**config.mk**
```make
export PLATFORM = sky130hd
export DESIGN_NAME = vga_timing_gen
export DESIGN_NICKNAME = d
export VERILOG_FILES = /design/src/rtl/video_timing_pkg.sv /design/src/rtl/sync_delay_line.sv /design/src/rtl/vga_timing_gen.sv
export SDC_FILE = /design/constraint.sdc
export NUM_CORES = 1
export LEC_CHECK = 0
export CAP_MARGIN = 10
export CORE_MARGIN = 2
export CORE_UTILIZATION = 51
export CTS_CLUSTER_DIAMETER = 200
export DETAILED_ROUTE_END_ITERATION = 12
export GPL_TIMING_DRIVEN = 1
export PLACE_DENSITY_LB_ADDON = 0.25
export SLEW_MARGIN = 20
export SYNTH_ARGS = -nofsm -noshare
export SYNTH_HDL_FRONTEND = slang
export SYNTH_SLANG_ARGS = --single-unit
```
**constraint.sdc**
```tcl
create_clock -name clock -period 2.1 [get_ports clock]
set_clock_uncertainty 0.05 [all_clocks]
set_input_delay 0.315 -clock clock [delete_from_list [all_inputs] [get_ports clock]]
set_output_delay 0.315 -clock clock [all_outputs]
set_load 0.02 [all_outputs]
```
**src/rtl/video_timing_pkg.sv**
```systemverilog
// Shared video timing definitions: default 640x480@60 mode, total helper,
// and the per-pixel sync bundle carried through the delay line.
package video_timing_pkg;

  localparam int DEF_H_ACTIVE = 640;
  localparam int DEF_H_FP     = 16;
  localparam int DEF_H_SYNC   = 96;
  localparam int DEF_H_BP     = 48;
  localparam int DEF_V_ACTIVE = 480;
  localparam int DEF_V_FP     = 10;
  localparam int DEF_V_SYNC   = 2;
  localparam int DEF_V_BP     = 33;

  function automatic int timing_total(input int active, input int fp,
                                      input int sync, input int bp);
    return active + fp + sync + bp;
  endfunction

  // Fields are active-high "asserted" flags; pin polarity is applied at the output.
  typedef struct packed {
    logic hs;
    logic vs;
    logic de;
    logic ls;
    logic fs;
  } sync_bundle_t;

  localparam sync_bundle_t SYNC_IDLE = '0;

endpackage

```
**src/rtl/sync_delay_line.sv**
```systemverilog
// Enable-gated shift register for the sync bundle; every stage resets to idle.
module sync_delay_line
  import video_timing_pkg::*;
#(
  parameter int DEPTH = 2
) (
  input  logic         clock,
  input  logic         reset_n,
  input  logic         en,
  input  sync_bundle_t din,
  output sync_bundle_t dout
);

  sync_bundle_t stage_q [DEPTH];

  always_ff @(posedge clock or negedge reset_n) begin
    if (!reset_n) begin
      for (int i = 0; i < DEPTH; i++) stage_q[i] <= SYNC_IDLE;
    end else if (en) begin
      stage_q[0] <= din;
      for (int i = 1; i < DEPTH; i++) stage_q[i] <= stage_q[i-1];
    end
  end

  assign dout = stage_q[DEPTH-1];

endmodule

```
**src/rtl/vga_timing_gen.sv**
```systemverilog
// Programmable raster timing generator: stage-0 counters for the pixel
// generator, sync/de/start signals delayed to match its latency.
module vga_timing_gen
  import video_timing_pkg::*;
#(
  parameter int H_ACTIVE = DEF_H_ACTIVE,
  parameter int H_FP     = DEF_H_FP,
  parameter int H_SYNC   = DEF_H_SYNC,
  parameter int H_BP     = DEF_H_BP,
  parameter int V_ACTIVE = DEF_V_ACTIVE,
  parameter int V_FP     = DEF_V_FP,
  parameter int V_SYNC   = DEF_V_SYNC,
  parameter int V_BP     = DEF_V_BP,
  parameter bit HS_POL   = 1'b0,
  parameter bit VS_POL   = 1'b0,
  parameter int PIPE_DLY = 2,
  parameter int CW       = 10
) (
  input  logic          clock,
  input  logic          reset_n,
  input  logic          pix_en,
  output logic [CW-1:0] hcount,
  output logic [CW-1:0] vcount,
  output logic          hsync,
  output logic          vsync,
  output logic          de,
  output logic          line_start,
  output logic          frame_start
);

  localparam int H_TOTAL = timing_total(H_ACTIVE, H_FP, H_SYNC, H_BP);
  localparam int V_TOTAL = timing_total(V_ACTIVE, V_FP, V_SYNC, V_BP);
  localparam int H_SS    = H_ACTIVE + H_FP;
  localparam int H_SE    = H_SS + H_SYNC;
  localparam int V_SS    = V_ACTIVE + V_FP;
  localparam int V_SE    = V_SS + V_SYNC;

  generate
    if (H_SYNC < 1 || V_SYNC < 1) begin : g_bad_sync
      $error("vga_timing_gen: sync widths must be at least 1");
    end
    if (PIPE_DLY < 1 || PIPE_DLY > 8) begin : g_bad_dly
      $error("vga_timing_gen: PIPE_DLY must be in 1..8");
    end
    if (H_TOTAL > (1 << CW) || V_TOTAL > (1 << CW)) begin : g_bad_cw
      $error("vga_timing_gen: CW too narrow for the frame totals");
    end
  endgenerate

  localparam logic [CW-1:0] H_LAST = CW'(H_TOTAL - 1);
  localparam logic [CW-1:0] V_LAST = CW'(V_TOTAL - 1);

  logic [CW-1:0] hcount_q;
  logic [CW-1:0] vcount_q;
  logic          en_q;
  sync_bundle_t  stage0;
  sync_bundle_t  dly_out;

  always_ff @(posedge clock or negedge reset_n) begin
    if (!reset_n) begin
      hcount_q <= '0;
      vcount_q <= '0;
      en_q     <= 1'b0;
    end else begin
      en_q <= pix_en;
      if (pix_en) begin
        if (hcount_q == H_LAST) begin
          hcount_q <= '0;
          vcount_q <= (vcount_q == V_LAST) ? '0 : vcount_q + CW'(1);
        end else begin
          hcount_q <= hcount_q + CW'(1);
        end
      end
    end
  end

  // Vsync decodes vcount only, so it flips exactly when hcount wraps to 0.
  always_comb begin
    stage0    = SYNC_IDLE;
    stage0.de = (hcount_q < CW'(H_ACTIVE)) && (vcount_q < CW'(V_ACTIVE));
    stage0.hs = (hcount_q >= CW'(H_SS)) && (hcount_q < CW'(H_SE));
    stage0.vs = (vcount_q >= CW'(V_SS)) && (vcount_q < CW'(V_SE));
    stage0.ls = (hcount_q == '0);
    stage0.fs = (hcount_q == '0) && (vcount_q == '0);
  end

  sync_delay_line #(
    .DEPTH (PIPE_DLY)
  ) u_delay (
    .clock   (clock),
    .reset_n (reset_n),
    .en      (pix_en),
    .din     (stage0),
    .dout    (dly_out)
  );

  assign hcount      = hcount_q;
  assign vcount      = vcount_q;
  assign hsync       = dly_out.hs ^ ~HS_POL;
  assign vsync       = dly_out.vs ^ ~VS_POL;
  assign de          = dly_out.de;
  // Gating with en_q keeps each pulse to one clock when pix_en is sparse.
  assign line_start  = dly_out.ls & en_q;
  assign frame_start = dly_out.fs & en_q;

endmodule

```
=== Word level (Yosys, flattened, before mapping) ===
Index checks and enable logic that the tools add are counted.

* Bits in registers: 31
* Latch bits: 0
* RAM bits: 0
* ROM bits: 0
* Input port bits: 3
* Output and inout port bits: 25
* Logic and storage cells: 36
* Memories kept: 0

* Add/subtract/negate cells: 2
* Multiply operators: 0
* Divide/modulo/power cells: 0
* $lt $le $gt $ge: 6
* Equality and inequality tests: 2
* Shift-type cells: 0
* Muxes and demuxes: 2
* Bitwise logic cells: 4
* Reduce and logical (&&, ||, !) cells: 7

{| class="wikitable"
|+ Operators by type and width
! kind !! count
|-
| $add 10x1->10 const B || 2
|-
| $eq 10x10->1 const B || 2
|-
| $logic_not 10->1 || 2
|-
| $lt 10x10->1 const B || 2
|-
| $lt 10x9->1 const B || 2
|-
| $mux 10 || 2
|-
| $ge 10x10->1 const B || 1
|-
| $ge 10x9->1 const B || 1
|-
| $logic_and 1x1->1 || 4
|-
| $and 1x1->1 || 2
|-
| $not 1->1 || 2
|-
| $reduce_and 2->1 || 1
|}

=== Longest topological paths before layout ===
* Depth in word-level cells: 2
* Depth in mapped cells: 6
* Gate-level depth less buffers: 6

=== Hierarchy ===
Synthesis repeated with hierarchy kept, for this count alone.

* Cells, all modules: 152
* Area, all modules: 1,630.3 µm²

{| class="wikitable"
|+ By module, submodules not included
! module !! times used !! cells each !! area an instance (µm²) !! sequential area each (µm²)
|-
| vga_timing_gen || 1 || 126 || 1,181.1 || 525.5
|-
| sync_delay_line || 1 || 26 || 449.2 || 250.2
|}

=== Least setup slack after synthesis ===
OpenSTA, ideal clock, no wires.

* Path type: reg2reg
* Start point: register hcount_q[5] (netlist: hcount[5])
* End point: register vcount_q[6] (netlist: vcount[6])
* Library setup time: 0.132 ns
* Arrival: 1.629 ns
* Data required time: 1.918 ns
* Path slack: 0.289 ns
* Cell stages (with the launch flop): 5
* Path buffers: 0
* Period minus slack after synthesis: 1.811 ns
* Path through: dfrtp_1 > or4b_4 > nor4_4 > nand3_1 > xnor2_1

* Cells in the longest elaborated chain, start to end: 2

{| class="wikitable"
|+ Ends and longest elaborated chain
! what !! line !! RTL
|-
| start, declared || vga_timing_gen.sv:53 || <nowiki>logic [CW-1:0] hcount_q;</nowiki>
|-
| start signal, assigned || vga_timing_gen.sv:71 || <nowiki>hcount_q <= hcount_q + CW'(1);</nowiki>
|-
| $eq 10x10->1 || vga_timing_gen.sv:67 || <nowiki>if (hcount_q == H_LAST) begin</nowiki>
|-
| $reduce_and 2->1 (no source line) || - ||
|-
| end signal, assigned || vga_timing_gen.sv:69 || <nowiki>vcount_q <= (vcount_q == V_LAST) ? '0 : vcount_q + CW'(1);</nowiki>
|-
| end, declared || vga_timing_gen.sv:54 || <nowiki>logic [CW-1:0] vcount_q;</nowiki>
|}

Every way passes these cells.
A chain may end at the register's enable or synchronous reset.

=== Worst setup path after layout ===
* Start point: register hcount_q[8] (netlist: hcount[8])
* End point: output hcount[8]

{| class="wikitable"
|+ RTL lines
! what !! line !! RTL
|-
| end, declared || vga_timing_gen.sv:22 || <nowiki>output logic [CW-1:0] hcount,</nowiki>
|}

No word-level cell between the ends.

==> flow_summary_export.csv <==
group,metric,value,unit
setup_path,r2r_cells,4,
setup_path,critical_path_buf_inv_count,1,
logic_synthesis,yosys.area.top_type_share,50.82,%
sta,setup_slack,0.2370,ns
clocking,post_cts_resized,0,
logic_synthesis,synth_cells,147,
sta,tightest_slew,0.4004,ns
global_routing,grt_max_degree,32,
hold_path,hold_class,"in2async",
logic_synthesis,yosysSeqAreaShare,50.82,%
route,dr.pass1.iters,8,
clocking,cts_hold_buffers,0,
setup_path,worstPathRequired,1.74,ns
power,ir_worst_vdd,0.0005369,V
setup_path,cp_slowest_stage_delay,0.66,ns
sta,fin_tns_setup,0,ns
floorplan,die_h,58.71,um
logic_synthesis,synth-warning-count,0,
power,leakagePower,0.8539,nW
clocking,clk_latency,0.34,ns
status,violations,"DRC",
finish,final_area,1952,um2
setup_path,path_depth,1,
sta,relSlewSlack,73.30,%
logic_synthesis,ys_types,37,
sta,slew_violations,0,
setup_path,endpoint_kind,"output pin",
logic_synthesis,netlist_area,1526,um2
logic_synthesis,synth_seq_cells,31,
clocking,cts.path.max_buffers,2,
sta,fmax,536.8,MHz
route,drt-initial-drc-count,41,
setup_path,start_kind,"flop",
route,avgViaCountPerCell,5.890,
sta,hold_viol_final,0,
setup_path,crit_path_end,"hcount[8]",
route,wl_per_cell,15.48,um
sta,min_period_over_period,88.71,%
setup_path,critPathKind,"reg2out",
global_routing,antenna_found_initial,0,
floorplan,die_x,58.71,um
logic_synthesis,synth-edff-count,0,
logic_synthesis,synth_area_leader_cell,"dfrtp_1",
finish,syn_to_final_growth,27.87,%
setup_path,ff2ff_setup_slack,0.33,ns
logic_synthesis,synth-main-ff-cell,"dfrtp_1",
finish,drive_gt1_share,12.83,%
global_routing,grt_first_pass_wirelength,5733,um
placement,pre_cts_slack,0.02617,ns
setup_path,cp_top_family,"buffers and inverters",
clocking,htree_levels,2,
placement,gp_congestion,0.7769,
clocking,cts_tree,"built",
setup_path,cp-startpoint,"hcount[8]$_DFFE_PN0P_",
sta,whs,0.3182,ns
floorplan,dieArea,3447,um2
floorplan,io_pins,28,
logic_synthesis,syn_nets,154,
power,p_per_area,814.9,nW/um2
clocking,cts_buffers,5,
logic_synthesis,synthTopCellsByArea,"dfrtp_1, nand3_1, xnor2_1",
logic_synthesis,async_reset_ff_share,100.0,%
placement,placed_area,1879,um2
status,status,"finished with violations",
setup_path,crit_slowest_cell,"clkdlybuf4s50_1",
clocking,path_clk_slew,0.09,ns
setup_path,r2r_end,"vcount[8]$_DFFE_PN0P_",
route,routed_wl,3374,um
global_routing,grt_usage,22.98,%
clocking,clock-sinks,31,
finish,num_antenna_cells,0,
route,vias,1284,
logic_synthesis,synth_most_common_cell,"dfrtp_1",
route,route.detailed.drc,1,
sta,finalCriticalPeriod,1.863,ns
floorplan,start_util,54.42,%
sta,setup_viol,0,
placement,numPortBuffers,27,
clocking,cts_setup_buffers,0,
floorplan,rows,19,
flow_run,maxCapViolations,0,
floorplan,fp.coreArea,2805,um2
global_routing,grt_pass1_vias,1240,
setup_path,critical_path_arrival,1.50,ns
logic_synthesis,synth_commonest_cells,"dfrtp_1, nand3_1, nand2_1, o21ai_0, inv_1",
sta,rsz0062_at_grt,"false",
finish,nNetsFinal,193,
route,antenna_left,0,
clocking,root_buffer,"clkbuf_4",
logic_synthesis,avgSynthCellArea,10.38,um2
setup_path,crit_chain,"clkdlybuf4s50_1",
placement,dp_hpwl,2431,um
global_routing,globalRouteOverflowTotal,0,
setup_path,r2r_start,"hcount[6]$_DFFE_PN0P_",
setup_path,critPathMaxFanout,9,
==> layout make-up <==
type                       instances  area (um2)
fill                             232       853.3
sequential                        31       775.7
multi-input combinational        104       704.4
timing repair buffer              34       322.8
clock buffer                       7       65.06
tap                               31       38.79
inverter                          10       37.54
clock inverter                     1       7.507
==> logic make-up (layout without fill, tap and decap cells) <==
kind of cell | count (synthesis) | after routing | share of synthesized area, %
buffers and inverters | 12 | 52 | 3.032
AND/OR/NAND/NOR | 63 | 63 | 24.75
AO/OA/AOI/OAI | 22 | 22 | 8.853
adder cells (fa/ha/maj) | 4 | 4 | 3.279
multiplexers | 5 | 5 | 3.524
flip-flops | 31 | 31 | 50.82
XOR/XNOR | 10 | 10 | 5.738
==> how the worst min path moves through the flow <==
stage                                    from                              to  slack (ns)  cells after the start
6_report                              reset_n           vcount[5]$_DFFE_PN0P_        0.32                      2
5_1_grt                               reset_n           hcount[0]$_DFFE_PN0P_        0.34                      2
4_1_cts                               reset_n  u_delay.stage_q[5]$_DFFE_PN0P_        0.32                      2
3_5_place_dp   u_delay.stage_q[5]$_DFFE_PN0P_  u_delay.stage_q[5]$_DFFE_PN0P_        0.43                      1
3_3_place_gp   u_delay.stage_q[8]$_DFFE_PN0P_     u_delay.dout[3]$_DFFE_PN0P_        0.42                      2
2_1_floorplan                         reset_n                  en_q$_DFF_PN0_       -0.03                      0
==> state kept, by name (all words and copies together), names as in the netlist <==
signal,flops
u_delay.dout,5
hcount,10
vcount,10
u_delay.stage_q,5
en_q,1
==> cells in the final DEF (no fill, tap or decap), drive strengths merged, types with 2 or more instances in the layout <==
master / n
and3: 4
a32o: 2
clkbuf: 7
or3: 4
inv: 10
xnor2: 8
nor3: 4
mux2i: 2
xor2: 2
o21ai: 11
nor4: 4
a21oi: 3
nor2: 5
dfrtp: 31
nand4: 5
buf: 7
nand2: 11
ha: 4
mux2: 3
and2: 4
nand3: 16
clkdlybuf4s50: 27
==> layer usage <==
| layer | share of wire (%) | up-vias | track usage (%) |
|---|---|---|---|
| met2 | 46 | 56 | 36.12 |
| met4 | 4.0 | 0 | 12.34 |
| met3 | 6.7 | 17 | 7.912 |
| met1 | 43 | 603 | 27.89 |
| li1 | - | 608 | - |
| met5 | 0 | - | 0 |
==> worst reg2reg max path, stage by stage, from the launching register on <==
cell and delay, ns:
dfrtp_1 0.47, or4b_4 0.56, nor4_4 0.29, nand3_1 0.15, xnor2_1 0.14
==> where the power goes <==
group | leakage [nW] | total, mW | switching, mW | internal [mW]
Combinational | 0.411 | 0.433 | 0.231 | 0.202
Sequential | 0.405 | 0.749 | 0.0909 | 0.658
Clock | 0.0375 | 0.408 | 0.212 | 0.195
Total | 0.854 | 1.59 | 0.534 | 1.06
==> per-stage QoR <==
step / total power, mW / instances / util [%]
after floorplan: 0.9840 / 147 / -
after global placement: 1.175 / 210 / 66.99
after detailed placement: 1.190 / 210 / 66.99
after CTS: 1.605 / 218 / 69.58
after global routing: 1.680 / 218 / 69.58
final: 1.591 / 218 / 69.58
Power figures use the tool's default switching activity.
